--- src/rtl/cpu_alu_pkg.sv ---
// Shared opcode and flag types for the 8-bit 6502-style ALU.
// Build option: CPU_ALU_DECIMAL_EN enables BCD ADD/SUB in cpu_alu_core.
package cpu_alu_pkg;

  typedef enum logic [3:0] {
    ALU_ADD    = 4'h0,
    ALU_SUB    = 4'h1,
    ALU_AND    = 4'h2,
    ALU_OR     = 4'h3,
    ALU_XOR    = 4'h4,
    ALU_ASL    = 4'h5,
    ALU_LSR    = 4'h6,
    ALU_ROL    = 4'h7,
    ALU_ROR    = 4'h8,
    ALU_INC    = 4'h9,
    ALU_DEC    = 4'hA,
    ALU_PASS_A = 4'hB,
    ALU_BIT    = 4'hC,
    ALU_CMP    = 4'hD,
    ALU_PASS_B = 4'hE,
    ALU_RSVD   = 4'hF
  } alu_op_e;

  typedef struct packed {
    logic c;
    logic v;
    logic n;
    logic z;
  } alu_flags_t;

endpackage

--- src/rtl/cpu_alu_core.sv ---
// Combinational opcode/flag logic of the ALU.
// Build option: CPU_ALU_DECIMAL_EN adds BCD adjust to ADD/SUB when i_dec=1.
module cpu_alu_core
  import cpu_alu_pkg::*;
(
  input  logic [7:0] i_a,
  input  logic [7:0] i_b,
  input  logic [3:0] i_op,
  input  logic       i_cin,
  input  logic       i_dec,
  output logic [7:0] o_result,
  output logic       o_c,
  output logic       o_v,
  output logic       o_n,
  output logic       o_z
);

  alu_op_e    w_op;
  logic [8:0] w_sum9;
  logic [7:0] w_res;
  alu_flags_t w_flags;

`ifdef CPU_ALU_DECIMAL_EN
  logic [5:0] w_lo;
  logic [5:0] w_hi;
  logic [4:0] w_nib;
`else
  logic       w_unused_dec;
  assign w_unused_dec = i_dec;
`endif

  assign w_op = alu_op_e'(i_op);

  always_comb begin
    w_sum9  = '0;
    w_res   = i_a;
    w_flags = '{c: i_cin, v: 1'b0, n: 1'b0, z: 1'b0};
`ifdef CPU_ALU_DECIMAL_EN
    w_lo  = '0;
    w_hi  = '0;
    w_nib = '0;
`endif
    case (w_op)
      ALU_ADD: begin
        w_sum9    = {1'b0, i_a} + {1'b0, i_b} + {8'd0, i_cin};
        w_res     = w_sum9[7:0];
        w_flags.c = w_sum9[8];
        w_flags.v = (i_a[7] == i_b[7]) && (w_sum9[7] != i_a[7]);
`ifdef CPU_ALU_DECIMAL_EN
        if (i_dec) begin
          w_lo = {2'b00, i_a[3:0]} + {2'b00, i_b[3:0]} + {5'd0, i_cin};
          if (w_lo > 6'd9) w_lo = w_lo + 6'd6;
          w_hi = {2'b00, i_a[7:4]} + {2'b00, i_b[7:4]} + {5'd0, (w_lo > 6'd15)};
          if (w_hi > 6'd9) w_hi = w_hi + 6'd6;
          w_flags.c = (w_hi > 6'd15);
          w_res     = {w_hi[3:0], w_lo[3:0]};
        end
`endif
      end
      ALU_SUB: begin
        w_sum9    = {1'b0, i_a} + {1'b0, ~i_b} + {8'd0, i_cin};
        w_res     = w_sum9[7:0];
        w_flags.c = w_sum9[8];
        w_flags.v = (i_a[7] != i_b[7]) && (w_sum9[7] != i_a[7]);
`ifdef CPU_ALU_DECIMAL_EN
        if (i_dec) begin
          // Nibble borrow == no carry out of the low-nibble A+~B+cin.
          w_nib = {1'b0, i_a[3:0]} + {1'b0, ~i_b[3:0]} + {4'd0, i_cin};
          if (!w_nib[4])    w_res = w_res - 8'h06;
          if (!w_sum9[8])   w_res = w_res - 8'h60;
        end
`endif
      end
      ALU_AND: w_res = i_a & i_b;
      ALU_OR:  w_res = i_a | i_b;
      ALU_XOR: w_res = i_a ^ i_b;
      ALU_ASL: begin
        w_res     = {i_a[6:0], 1'b0};
        w_flags.c = i_a[7];
      end
      ALU_LSR: begin
        w_res     = {1'b0, i_a[7:1]};
        w_flags.c = i_a[0];
      end
      ALU_ROL: begin
        w_res     = {i_a[6:0], i_cin};
        w_flags.c = i_a[7];
      end
      ALU_ROR: begin
        w_res     = {i_cin, i_a[7:1]};
        w_flags.c = i_a[0];
      end
      ALU_INC: w_res = i_a + 8'd1;
      ALU_DEC: w_res = i_a - 8'd1;
      ALU_BIT: begin
        w_res     = i_a & i_b;
        w_flags.v = i_b[6];
      end
      ALU_CMP: begin
        w_sum9    = {1'b0, i_a} + {1'b0, ~i_b} + 9'd1;
        w_res     = w_sum9[7:0];
        w_flags.c = w_sum9[8];
      end
      ALU_PASS_B: w_res = i_b;
      default:    w_res = i_a;
    endcase
    w_flags.n = (w_op == ALU_BIT) ? i_b[7] : w_res[7];
    w_flags.z = (w_res == 8'h00);
  end

  assign o_result = w_res;
  assign o_c      = w_flags.c;
  assign o_v      = w_flags.v;
  assign o_n      = w_flags.n;
  assign o_z      = w_flags.z;

endmodule

--- src/rtl/cpu_alu.sv ---
// 8-bit ALU top: registers the core result/flags one cycle after in_valid.
// Build option: CPU_ALU_DECIMAL_EN (BCD ADD/SUB, see cpu_alu_core).
module cpu_alu
  import cpu_alu_pkg::*;
(
  input  logic       clk,
  input  logic       rst_n,
  input  logic       in_valid,
  input  logic [7:0] operand_a,
  input  logic [7:0] operand_b,
  input  logic [3:0] operation,
  input  logic       carry_in,
  input  logic       decimal_in,
  output logic [7:0] result,
  output logic       carry_out,
  output logic       overflow,
  output logic       negative,
  output logic       zero,
  output logic       out_valid
);

  logic [7:0] w_result;
  alu_flags_t w_flags;
  logic [7:0] r_result;
  alu_flags_t r_flags;
  logic       r_valid;

  cpu_alu_core u_core (
    .i_a      (operand_a),
    .i_b      (operand_b),
    .i_op     (operation),
    .i_cin    (carry_in),
    .i_dec    (decimal_in),
    .o_result (w_result),
    .o_c      (w_flags.c),
    .o_v      (w_flags.v),
    .o_n      (w_flags.n),
    .o_z      (w_flags.z)
  );

  always_ff @(posedge clk or negedge rst_n) begin
    if (!rst_n) begin
      r_result <= '0;
      r_flags  <= '0;
      r_valid  <= 1'b0;
    end else begin
      r_valid <= in_valid;
      if (in_valid) begin
        r_result <= w_result;
        r_flags  <= w_flags;
      end
    end
  end

  assign result    = r_result;
  assign carry_out = r_flags.c;
  assign overflow  = r_flags.v;
  assign negative  = r_flags.n;
  assign zero      = r_flags.z;
  assign out_valid = r_valid;

endmodule

--- config.mk ---
export PLATFORM = sky130hd
export DESIGN_NAME = cpu_alu
export DESIGN_NICKNAME = d
export VERILOG_FILES = /design/src/rtl/cpu_alu_pkg.sv /design/src/rtl/cpu_alu_core.sv /design/src/rtl/cpu_alu.sv
export SDC_FILE = /design/constraint.sdc
export NUM_CORES = 1
export LEC_CHECK = 0
export CORE_MARGIN = 5
export CORE_UTILIZATION = 63
export CTS_BUF_LIST = sky130_fd_sc_hd__clkbuf_8
export DETAILED_ROUTE_END_ITERATION = 8
export PLACE_DENSITY = 0.87
export SLEW_MARGIN = 20
export SYNTH_ARGS = -nofsm -noshare
export SYNTH_HDL_FRONTEND = slang
export SYNTH_SLANG_ARGS = --single-unit
--- constraint.sdc ---
create_clock -name clk -period 1.63 [get_ports clk]
set_clock_uncertainty 0.2 [all_clocks]
set_input_delay 0.326 -clock clk [delete_from_list [all_inputs] [get_ports clk]]
set_output_delay 0.326 -clock clk [all_outputs]
set_load 0.02 [all_outputs]
==> impl_metrics.sql, run 1 <==
INSERT INTO impl_metrics (metric_group, metric, value, unit) VALUES
('cts', 'clock_tree.root_cell', 'sky130_fd_sc_hd__clkbuf_8', ''),
('floorplanning', 'initial_core_util', '64.8', '%'),
('cts', 'tritoncts.num_buffers', '3', ''),
('yosys', 'synth.top_cells.by_count', 'sky130_fd_sc_hd__ha_1, sky130_fd_sc_hd__inv_1, sky130_fd_sc_hd__nor2_1', ''),
('placed_design', 'port_buffers', '36', ''),
('outcome', 'outcome', 'aborted with a tool error', ''),
('yosys', 'count_of_flip_flops_with_a_built_in_enable_after_synthesis', '0', ''),
('yosys', 'synth_fp_nets', '471', ''),
('cts', 'post-cts-setup-buffer-count', '27', ''),
('floorplanning', 'die-height', '79.5', 'um'),
('yosys', 'synth_cell_type_count', '70', ''),
('placed_design', 'place_congestion', '1.06', ''),
('yosys', 'synth_async_sr_flop_share', '100', '%'),
('yosys', 'yosys_register_bits', '13', ''),
('yosys', 'yosysTopAreaCell', 'sky130_fd_sc_hd__ha_1', ''),
('placed_design', 'dpl_worst_slack', '-2.13', 'ns'),
('floorplanning', 'placement_rows', '25', ''),
('placed_design', 'post-place-cells', '615', ''),
('yosys', 'ys_flop_type', 'sky130_fd_sc_hd__dfrtp_1', ''),
('yosys', 'syn_area_per_cell', '7.43', 'um^2'),
('yosys', 'synth_seq_area_share', '10.7', '%'),
('outcome', 'error_line', '[ERROR DPL-0038] Utilization greater than 100%, impossible to legalize', ''),
('yosys', 'ys_top_cells_by_area', 'sky130_fd_sc_hd__ha_1, sky130_fd_sc_hd__dfrtp_1, sky130_fd_sc_hd__xnor2_1', ''),
('cts', 'cts_repair_resize_count', '158', ''),
('floorplanning', 'top_level_pins', '38', ''),
('cts', 'ctsLongestPathBuffers', '2', ''),
('placed_design', 'standard_cell_area_after_detailed_placement', '4540', 'um^2'),
('outcome', 'stop_stage', 'clock tree synthesis', ''),
('placed_design', 'dpl.hpwl', '12400', 'um'),
('floorplanning', 'floorplan.die.width', '79.5', 'um'),
('cts', 'htreeDepth', '1', ''),
('yosys', 'synthCells', '409', ''),
('yosys', 'synth.yosys.warnings', '0', ''),
('yosys', 'synth.top_cell.area_share', '13.6', '%'),
('yosys', 'netlist_area', '3040', 'um^2'),
('cts', 'tritoncts_num_sinks', '13', ''),
('cts', 'postCtsHoldBufs', '0', '');
[kinds of logic after synthesis]
logic type	Yosys count	share of synthesized area (%)
XOR/XNOR	20	5.76
adder cells (fa/ha/maj)	37	16.2
flip-flops	13	10.7
multiplexers	15	5.19
buffers and inverters	58	7.86
AND/OR/NAND/NOR	131	21.8
AO/OA/AOI/OAI	135	32.4
[through the flow]
stage / util, % / hold slack (ns) / setup TNS, ns
after global placement: 96.9 / 0.273 / -20.34
after detailed placement: 96.9 / 0.308 / -22.61
after floorplan: - / -0.170 / -10.94
==> run 2, diff against run 1 <==
CORE_UTILIZATION = 40   (was 63)
CTS_BUF_LIST = unset   (was sky130_fd_sc_hd__clkbuf_8)
PLACE_DENSITY = unset   (was 0.87)
PLACE_DENSITY_LB_ADDON = 0.15   (was unset)
==> impl_metrics.sql, run 2 <==
INSERT INTO impl_metrics (metric_group, metric, value, unit) VALUES
('critical_path', 'worst-r2r-setup-slack', '0.66', 'ns'),
('floorplanning', 'placeable_area', '7330', 'um^2'),
('critical_path', 'reg2reg_depth', '1', ''),
('yosys', 'synth_async_sr_flop_share', '100', '%'),
('timing', 'fmax', '345', 'MHz'),
('outcome', 'outcome', 'finished with violations', ''),
('critical_path', 'critical_path.cell_chain', 'buf_12 -> inv_16 -> ha_4 -> inv_2 -> fa_2 -> or2_4 -> a21oi_4 -> xnor2_4 -> o31ai_2 -> a21boi_2 -> a211oi_2 -> a21oi_4 -> o41ai_2', ''),
('placed_design', 'standard_cell_area_after_detailed_placement', '4680', 'um^2'),
('floorplanning', 'die-height', '97.2', 'um'),
('floorplanning', 'initial_core_util', '41.5', '%'),
('cells_and_area', 'number_of_flip_flops_in_the_largest_register', '8', ''),
('yosys', 'yosys_register_bits', '13', ''),
('critical_path', 'setup.worst_path.start_class', 'input pin', ''),
('yosys', 'synth.yosys.warnings', '0', ''),
('placed_design', 'port_buffers', '36', ''),
('cells_and_area', 'final_util', '76.3', '%'),
('critical_path', 'critPathCaptureType', 'flip-flop', ''),
('critical_path', 'cpPeakStageDelay', '0.39', 'ns'),
('yosys', 'ys_flop_type', 'sky130_fd_sc_hd__dfrtp_1', ''),
('yosys', 'ys_top_cells_by_area', 'sky130_fd_sc_hd__ha_1, sky130_fd_sc_hd__dfrtp_1, sky130_fd_sc_hd__xnor2_1', ''),
('timing', 'timing.max_slew.rel_slack', '68.5', '%'),
('yosys', 'yosysTopAreaCell', 'sky130_fd_sc_hd__ha_1', ''),
('routing', 'route.detailed.wl_per_inst', '20.8', 'um'),
('yosys', 'synth.top_cell.area_share', '13.6', '%'),
('timing', 'report.final.setup_viol', '12', ''),
('routing', 'routed_wirelength', '14500', 'um'),
('timing', 'final.hold.worst_slack', '0.179', 'ns'),
('grt', 'first_pass_grt_wire_length', '20800', 'um'),
('yosys', 'synth.top_cells.by_count', 'sky130_fd_sc_hd__ha_1, sky130_fd_sc_hd__inv_1, sky130_fd_sc_hd__nor2_1', ''),
('critical_path', 'timing.critical_path.max_delay_family', 'compound AO/OA/AOI/OAI gates', ''),
('routing', 'viasPerCell', '6.04', ''),
('yosys', 'netlist_area', '3040', 'um^2'),
('critical_path', 'crit-reg2reg-launch', 'result[6]', ''),
('timing', 'actual_slew_at_the_worst_max_slew_pin', '0.471', 'ns'),
('placed_design', 'post-place-cells', '672', ''),
('critical_path', 'timing.critical_path.buf_inv', '3', ''),
('grt', 'congestion_overflow_gr', '0', ''),
('critical_path', 'crit_path_top_delay_cell', 'sky130_fd_sc_hd__fa_2', ''),
('placed_design', 'dpl.hpwl', '10300', 'um'),
('outcome', 'failed_checks', 'negative setup slack', ''),
('placed_design', 'dpl_worst_slack', '-2.14', 'ns'),
('power', 'total_power', '2.79', 'mW'),
('yosys', 'synth_fp_nets', '471', ''),
('placed_design', 'place_congestion', '1.13', ''),
('routing', 'detailedRoute.firstIterationViolations', '596', ''),
('cells_and_area', 'num_antenna_cells', '0', ''),
('yosys', 'syn_area_per_cell', '7.43', 'um^2'),
('critical_path', 'critical_path_arrival', '2.85', 'ns'),
('cells_and_area', 'layout.cells.most_common', 'sky130_fd_sc_hd__buf_4', ''),
('cts', 'htreeDepth', '1', ''),
('routing', 'drt_pre_antenna_iters', '5', ''),
('yosys', 'synth.mux.area_fraction', '5.19', '%'),
('timing', 'setup_slack', '-1.27', 'ns'),
('critical_path', 'timing.rr.end', 'result[6]', ''),
('timing', 'finalCriticalPeriod', '2.90', 'ns'),
('yosys', 'synthAdderAreaFrac', '16.2', '%'),
('cells_and_area', 'layout-drive-gt1-share', '51.4', '%'),
('floorplanning', 'top_level_pins', '38', ''),
('cts', 'tritoncts.num_buffers', '3', ''),
('yosys', 'synthSimpleGateAreaFrac', '21.8', '%'),
('routing', 'drt.antenna.violating_nets', '0', ''),
('power', 'irDropWorstVdd', '0.000289', 'V'),
('cells_and_area', 'mostFrequentLayoutCells', 'sky130_fd_sc_hd__buf_4, sky130_fd_sc_hd__nand2_1, sky130_fd_sc_hd__nor2_1, sky130_fd_sc_hd__dlygate4sd2_1, sky130_fd_sc_hd__inv_1', ''),
('cts', 'cts.clk_slew.worst_paths', '0.06', 'ns'),
('timing', 'timing.setup.tns', '-12.75', 'ns'),
('grt', 'number_of_antenna_violations_at_the_first_check_in_global_routing', '0', ''),
('power', 'power_per_cell_area', '499', 'nW/um^2'),
('timing', 'grt_setup_unrepaired', 'true', ''),
('cts', 'tritoncts', 'done', ''),
('grt', 'pin_count_of_the_biggest_net_entering_global_routing', '37', ''),
('power', 'static-leakage-power', '2.48', 'nW'),
('cts', 'clock_tree.root_cell', 'sky130_fd_sc_hd__clkbuf_8', ''),
('critical_path', 'worst-path-max-fanout', '6', ''),
('yosys', 'synth_compound_gate_area_share', '32.4', '%'),
('timing', 'post-route-period-util', '178', '%'),
('timing', 'hold_viol_final', '0', ''),
('floorplanning', 'die_area', '9440', 'um^2'),
('hold_path', 'worst_hold_path_type', 'in2async', ''),
('routing', 'dr_total_vias', '4218', ''),
('cts', 'clk_latency', '0.24', 'ns'),
('critical_path', 'timing_worst_setup_path_type', 'in2reg', ''),
('flow_run', 'maxCapViolCount', '0', ''),
('cts', 'postCtsHoldBufs', '0', ''),
('cells_and_area', 'nNetsFinal', '662', ''),
('floorplanning', 'placement_rows', '31', ''),
('grt', 'first_global_vias', '4037', ''),
('floorplanning', 'floorplan.die.width', '97.2', 'um'),
('yosys', 'synth_cell_type_count', '70', ''),
('yosys', 'yosys.area_share.xor_xnor', '5.76', '%'),
('yosys', 'count_of_flip_flops_with_a_built_in_enable_after_synthesis', '0', ''),
('critical_path', 'cp.required', '1.57', 'ns'),
('cells_and_area', 'flow.area_growth_from_synthesis', '84.1', '%'),
('cells_and_area', 'stdcell_count', '698', ''),
('timing', 'final_max_slew_viol_count', '0', ''),
('yosys', 'synth_seq_area_share', '10.7', '%'),
('critical_path', 'crit_path_frequent_cell', 'sky130_fd_sc_hd__a21oi_4', ''),
('cts', 'ctsLongestPathBuffers', '2', ''),
('cells_and_area', 'final_design_area_no_fill', '5590', 'um^2'),
('grt', 'grt_use_total', '26.9', '%'),
('routing', 'remaining_drc_errors', '0', ''),
('yosys', 'largest_family_of_logic_cells_by_synthesized_area', 'compound AO/OA/AOI/OAI gates', ''),
('cts', 'tritoncts_num_sinks', '13', ''),
('yosys', 'synthCells', '409', '');
-- run 2: cell counts after synthesis --
No cell type changed its count.
-- run 2: area by class of cell --
type | instances | area [um^2]
fill | 533 | 1740
inverter | 35 | 169
multi-input combinational | 338 | 3160
timing repair buffer | 209 | 1780
tap | 99 | 124
clock buffer | 4 | 45.0
sequential | 13 | 325
-- run 2: cell families after synthesis --
| kind of cell | count (synthesis) |
|---|---|
| muxes | 15 |
| AOI/OAI and AO/OA | 135 |
| buffers and inverters | 58 |
| DFF | 13 |
| xor gates and xnor gates | 20 |
| and+or+nand+nor | 131 |
| adders and majority gates | 37 |
-- run 2: metal layers --
metal	track usage, %	share of wire [%]	vias to the layer above
met5	0	0	-
met4	12.1	5.0	0
met3	4.16	9.6	71
met2	43.8	47	260
met1	34.8	39	1975
li1	-	-	1912
-- run 2: how the worst max path moves through the flow --
stage	to	cells past startpoint	slack, ns	startpoint
3_5_place_dp	result[6]	13	-2.14	operand_b[0]
5_1_grt	zero	14	-1.36	operand_b[0]
3_3_place_gp	result[6]	13	-2.13	operand_b[0]
2_1_floorplan	result[7]	12	-1.23	operand_b[0]
4_1_cts	zero	15	-1.27	operand_b[0]
6_report	zero	13	-1.27	operand_b[0]
-- run 2: power breakdown --
part,total (mW),internal [mW],switching (mW)
Clock,0.300,0.173,0.127
Sequential,0.406,0.376,0.0299
Combinational,2.09,1.03,1.06
-- run 2: timing repair --
| item | in CTS | in global routing |
|---|---|---|
| cloned | 1 | 2 |
| resized for setup | 115 | 75 |
| pin swaps | 47 | 47 |
| buffers inserted | 14 | 10 |
| endpoints found under the setup margin | 25 | 12 |
No activity file was read; power rests on OpenSTA's default activity.
==> run 3, diff against run 2 <==
--- a/config.mk
+++ b/config.mk
@@ -6,5 +6,4 @@
 export NUM_CORES = 1
 export LEC_CHECK = 0
-export CORE_MARGIN = 5
 export CORE_UTILIZATION = 40
 export DETAILED_ROUTE_END_ITERATION = 8
==> constraint.sdc (replaced) <==
create_clock -name clk -period 1.63 [get_ports clk]
set_clock_uncertainty 0.2 [all_clocks]
set_input_delay 0.4075 -clock clk [delete_from_list [all_inputs] [get_ports clk]]
set_output_delay 0.4075 -clock clk [all_outputs]
set_load 0.02 [all_outputs]
==> impl_metrics.sql, run 3 (synthesized netlist as in run 2, its figures left out) <==
INSERT INTO impl_metrics (metric_group, metric, value, unit) VALUES
('outcome', 'outcome', 'finished with violations', ''),
('outcome', 'failed_checks', 'negative setup slack', ''),
('critical_path', 'critPathCaptureType', 'flip-flop', ''),
('routing', 'detailedRoute.firstIterationViolations', '534', ''),
('critical_path', 'crit-reg2reg-launch', 'result[1]', ''),
('critical_path', 'critical_path.cell_chain', 'buf_12 -> inv_16 -> ha_4 -> inv_2 -> fa_2 -> buf_6 -> xnor2_1 -> nor3_2 -> buf_4 -> o21ai_0 -> a221o_1 -> o22ai_4 -> nand4_1 -> o41ai_2', ''),
('grt', 'gr-usage-met1', '46.8', '%'),
('timing', 'finalCriticalPeriod', '2.98', 'ns'),
('cells_and_area', 'mostFrequentLayoutCells', 'sky130_fd_sc_hd__buf_4, sky130_fd_sc_hd__nand2_1, sky130_fd_sc_hd__nor2_1, sky130_fd_sc_hd__dlygate4sd2_1', ''),
('cells_and_area', 'final_util', '75.0', '%'),
('critical_path', 'timing.critical_path.buf_inv', '5', ''),
('cells_and_area', 'nNetsFinal', '661', ''),
('power', 'irDropWorstVdd', '0.000307', 'V'),
('timing', 'report.final.setup_viol', '12', ''),
('flow_run', 'maxCapViolCount', '0', ''),
('cts', 'tritoncts.num_buffers', '3', ''),
('routing', 'drt.antenna.violating_nets', '0', ''),
('grt', 'gr-usage-met3', '3.60', '%'),
('timing', 'fmax', '335', 'MHz'),
('critical_path', 'worst-path-max-fanout', '4', ''),
('critical_path', 'timing_worst_setup_path_type', 'in2reg', ''),
('timing', 'hold_viol_final', '0', ''),
('floorplanning', 'initial_core_util', '41.7', '%'),
('critical_path', 'worst-r2r-setup-slack', '0.65', 'ns'),
('timing', 'actual_slew_at_the_worst_max_slew_pin', '0.569', 'ns'),
('grt', 'congestion_overflow_gr', '0', ''),
('floorplanning', 'top_level_pins', '38', ''),
('routing', 'route.detailed.wl_per_inst', '21.1', 'um'),
('timing', 'setup_slack', '-1.35', 'ns'),
('routing', 'routed_wirelength', '14700', 'um'),
('critical_path', 'critical_path_arrival', '2.93', 'ns'),
('timing', 'final.hold.worst_slack', '0.259', 'ns'),
('placed_design', 'dpl_worst_slack', '-2.12', 'ns'),
('cells_and_area', 'flow.area_growth_from_synthesis', '80.0', '%'),
('power', 'power_per_cell_area', '500', 'nW/um^2'),
('critical_path', 'timing.critical_path.max_delay_family', 'compound AO/OA/AOI/OAI gates', ''),
('grt', 'gr-max-usage-layer', 'met2', ''),
('grt', 'grt_use_total', '35.6', '%'),
('critical_path', 'cpPeakStageDelay', '0.41', 'ns'),
('hold_path', 'worst_hold_path_type', 'in2async', ''),
('critical_path', 'cp.required', '1.58', 'ns'),
('floorplanning', 'floorplan.die.width', '89.2', 'um'),
('placed_design', 'post-place-cells', '666', ''),
('cts', 'tritoncts', 'done', ''),
('timing', 'grt_setup_unrepaired', 'true', ''),
('cells_and_area', 'layout-drive-gt1-share', '49.0', '%'),
('timing', 'timing.setup.tns', '-13.70', 'ns'),
('critical_path', 'setup.worst_path.start_class', 'input pin', ''),
('critical_path', 'timing.rr.end', 'result[1]', ''),
('cells_and_area', 'num_antenna_cells', '0', ''),
('routing', 'drt_pre_antenna_iters', '6', ''),
('grt', 'grtUsageMet2', '60.1', '%'),
('routing', 'dr_total_vias', '4265', ''),
('timing', 'final_max_slew_viol_count', '0', ''),
('critical_path', 'path_depth', '14', ''),
('grt', 'number_of_antenna_violations_at_the_first_check_in_global_routing', '0', ''),
('timing', 'timing.max_slew.rel_slack', '62.1', '%'),
('placed_design', 'dpl.hpwl', '10200', 'um'),
('routing', 'viasPerCell', '6.12', ''),
('power', 'static-leakage-power', '2.43', 'nW'),
('cts', 'clock_tree.root_cell', 'sky130_fd_sc_hd__clkbuf_8', ''),
('floorplanning', 'placeable_area', '7290', 'um^2'),
('critical_path', 'crit_path_top_delay_cell', 'sky130_fd_sc_hd__a221o_1', ''),
('cts', 'clk_latency', '0.25', 'ns'),
('cts', 'tritoncts_num_sinks', '13', ''),
('placed_design', 'port_buffers', '36', ''),
('cts', 'cts.clk_slew.worst_paths', '0.06', 'ns'),
('timing', 'post-route-period-util', '183', '%'),
('placed_design', 'place_congestion', '1.01', ''),
('critical_path', 'reg2reg_depth', '1', ''),
('grt', 'first_pass_grt_wire_length', '21100', 'um'),
('routing', 'remaining_drc_errors', '0', ''),
('floorplanning', 'die_area', '7950', 'um^2'),
('cells_and_area', 'layout.cells.most_common', 'sky130_fd_sc_hd__buf_4', ''),
('cells_and_area', 'stdcell_count', '697', ''),
('grt', 'first_global_vias', '4049', ''),
('floorplanning', 'placement_rows', '31', ''),
('cts', 'ctsLongestPathBuffers', '2', ''),
('floorplanning', 'die-height', '89.2', 'um'),
('grt', 'pin_count_of_the_biggest_net_entering_global_routing', '37', ''),
('cells_and_area', 'number_of_flip_flops_in_the_largest_register', '8', ''),
('cts', 'htreeDepth', '1', ''),
('cts', 'postCtsHoldBufs', '0', '');
-- run 3: cell count changes in the layout (fill, tap and decap cells not counted), sizes merged --
cell and delta:
buf -1, clkbuf +2, clkdlybuf4s15 -2, bufbuf -1, dlymetal6s2s -2, dlygate4sd2 +3
-- run 3: what timing repair did --
action | 4_1_cts | 5_1_grt
resized for setup | 118 | 61
gates cloned | 0 | 2
setup buffers | 20 | 13
pin swaps | 44 | 31
setup endpoints to repair | 25 | 12
-- run 3: worst max path at each step --
stage | start | slack (ns) | to
floorplan | operand_b[0] | -1.31 | result[7]
global route | operand_b[0] | -1.51 | zero
finish | operand_b[0] | -1.35 | zero
global placement | operand_b[0] | -2.07 | zero
detailed placement | operand_b[0] | -2.12 | zero
CTS | operand_b[0] | -1.33 | zero
-- run 3: layout make-up --
cell class / instances / area, um^2
Multi-Input combinational cell: 338 / 3040
Fill cell: 576 / 1820
Timing Repair Buffer: 208 / 1770
Sequential cell: 13 / 325
Inverter: 35 / 169
Tap cell: 99 / 124
Clock buffer: 4 / 45.0
-- run 3: per-stage QoR --
stage | total power, mW | cell area [um^2]
final | 2.74 | 5470
after global routing | 2.87 | 5470
after floorplan | 1.26 | 3170
after CTS | 2.52 | 5130
after global placement | 2.03 | 4650
after detailed placement | 2.06 | 4650
-- run 3: power breakdown --
part           switching, mW  internal (mW)
Combinational           1.04          0.991
Clock                  0.127          0.173
Sequential            0.0294          0.376
-- run 3: metal layers --
metal | vias to the layer above | share of wire [%]
li1 | 1900 | -
met1 | 2014 | 38
met2 | 282 | 48
met3 | 69 | 9.0
met4 | 0 | 5.3
met5 | - | 0
==> run 4, diff against run 3 <==
CORE_UTILIZATION = 55   (was 40)
CTS_CLUSTER_DIAMETER = 40   (was unset)
SKIP_CTS_REPAIR_TIMING = 1   (was unset)
==> impl_metrics.sql, run 4 <==
INSERT INTO impl_metrics (metric_group, metric, value, unit) VALUES
('yosys', 'ys_flop_type', 'sky130_fd_sc_hd__dfrtp_1', ''),
('cts', 'htreeDepth', '1', ''),
('yosys', 'yosys_register_bits', '13', ''),
('cts', 'clock_tree.root_cell', 'sky130_fd_sc_hd__clkbuf_8', ''),
('floorplanning', 'placement_rows', '26', ''),
('yosys', 'synth.top_cell.area_share', '13.6', '%'),
('floorplanning', 'initial_core_util', '58.4', '%'),
('floorplanning', 'floorplan.die.width', '76.3', 'um'),
('placed_design', 'dpl.hpwl', '10500', 'um'),
('outcome', 'error_line', '[ERROR DPL-0038] Utilization greater than 100%, impossible to legalize', ''),
('timing', 'worstEndpointType', 'sequential cell input', ''),
('yosys', 'synth_fp_nets', '471', ''),
('yosys', 'syn_area_per_cell', '7.43', 'um^2'),
('outcome', 'stop_stage', 'global routing', ''),
('yosys', 'count_of_flip_flops_with_a_built_in_enable_after_synthesis', '0', ''),
('yosys', 'yosysTopAreaCell', 'sky130_fd_sc_hd__ha_1', ''),
('yosys', 'synth.yosys.warnings', '0', ''),
('floorplanning', 'die-height', '76.3', 'um'),
('cts', 'tritoncts_num_sinks', '13', ''),
('grt', 'pin_count_of_the_biggest_net_entering_global_routing', '37', ''),
('yosys', 'netlist_area', '3040', 'um^2'),
('floorplanning', 'top_level_pins', '38', ''),
('yosys', 'synthCells', '409', ''),
('timing', 'repair-timing-grt-worst-ep', 'zero$_DFFE_PN0P_/D', ''),
('yosys', 'synth_cell_type_count', '70', ''),
('yosys', 'synth_seq_area_share', '10.7', '%'),
('yosys', 'ys_top_cells_by_area', 'sky130_fd_sc_hd__ha_1, sky130_fd_sc_hd__dfrtp_1, sky130_fd_sc_hd__xnor2_1', ''),
('placed_design', 'dpl_worst_slack', '-2.42', 'ns'),
('yosys', 'synth.top_cells.by_count', 'sky130_fd_sc_hd__ha_1, sky130_fd_sc_hd__inv_1, sky130_fd_sc_hd__nor2_1', ''),
('cts', 'ctsLongestPathBuffers', '2', ''),
('cts', 'tritoncts.num_buffers', '3', ''),
('placed_design', 'port_buffers', '36', ''),
('yosys', 'synth_async_sr_flop_share', '100', '%'),
('outcome', 'outcome', 'aborted with a tool error', ''),
('placed_design', 'place_congestion', '1.11', '');
## run 4: cell counts after synthesis
No cell type changed its count.
## run 4: metrics by stage
step                      hold WS, ns  std cells  setup TNS [ns]  instance area, um^2
after global placement          0.274        635          -22.02                 4610
after floorplan               -0.0881        409          -11.91                 3170
after CTS                       0.288        639          -23.44                 4650
after detailed placement        0.295        635          -23.71                 4610
## run 4: kinds of logic after synthesis
family,Yosys count,share of synthesized area (%)
AO/OA/AOI/OAI,135,32.4
XOR/XNOR,20,5.76
adder cells (fa/ha/maj),37,16.2
buffers and inverters,58,7.86
flip-flops,13,10.7
multiplexers,15,5.19
AND/OR/NAND/NOR,131,21.8
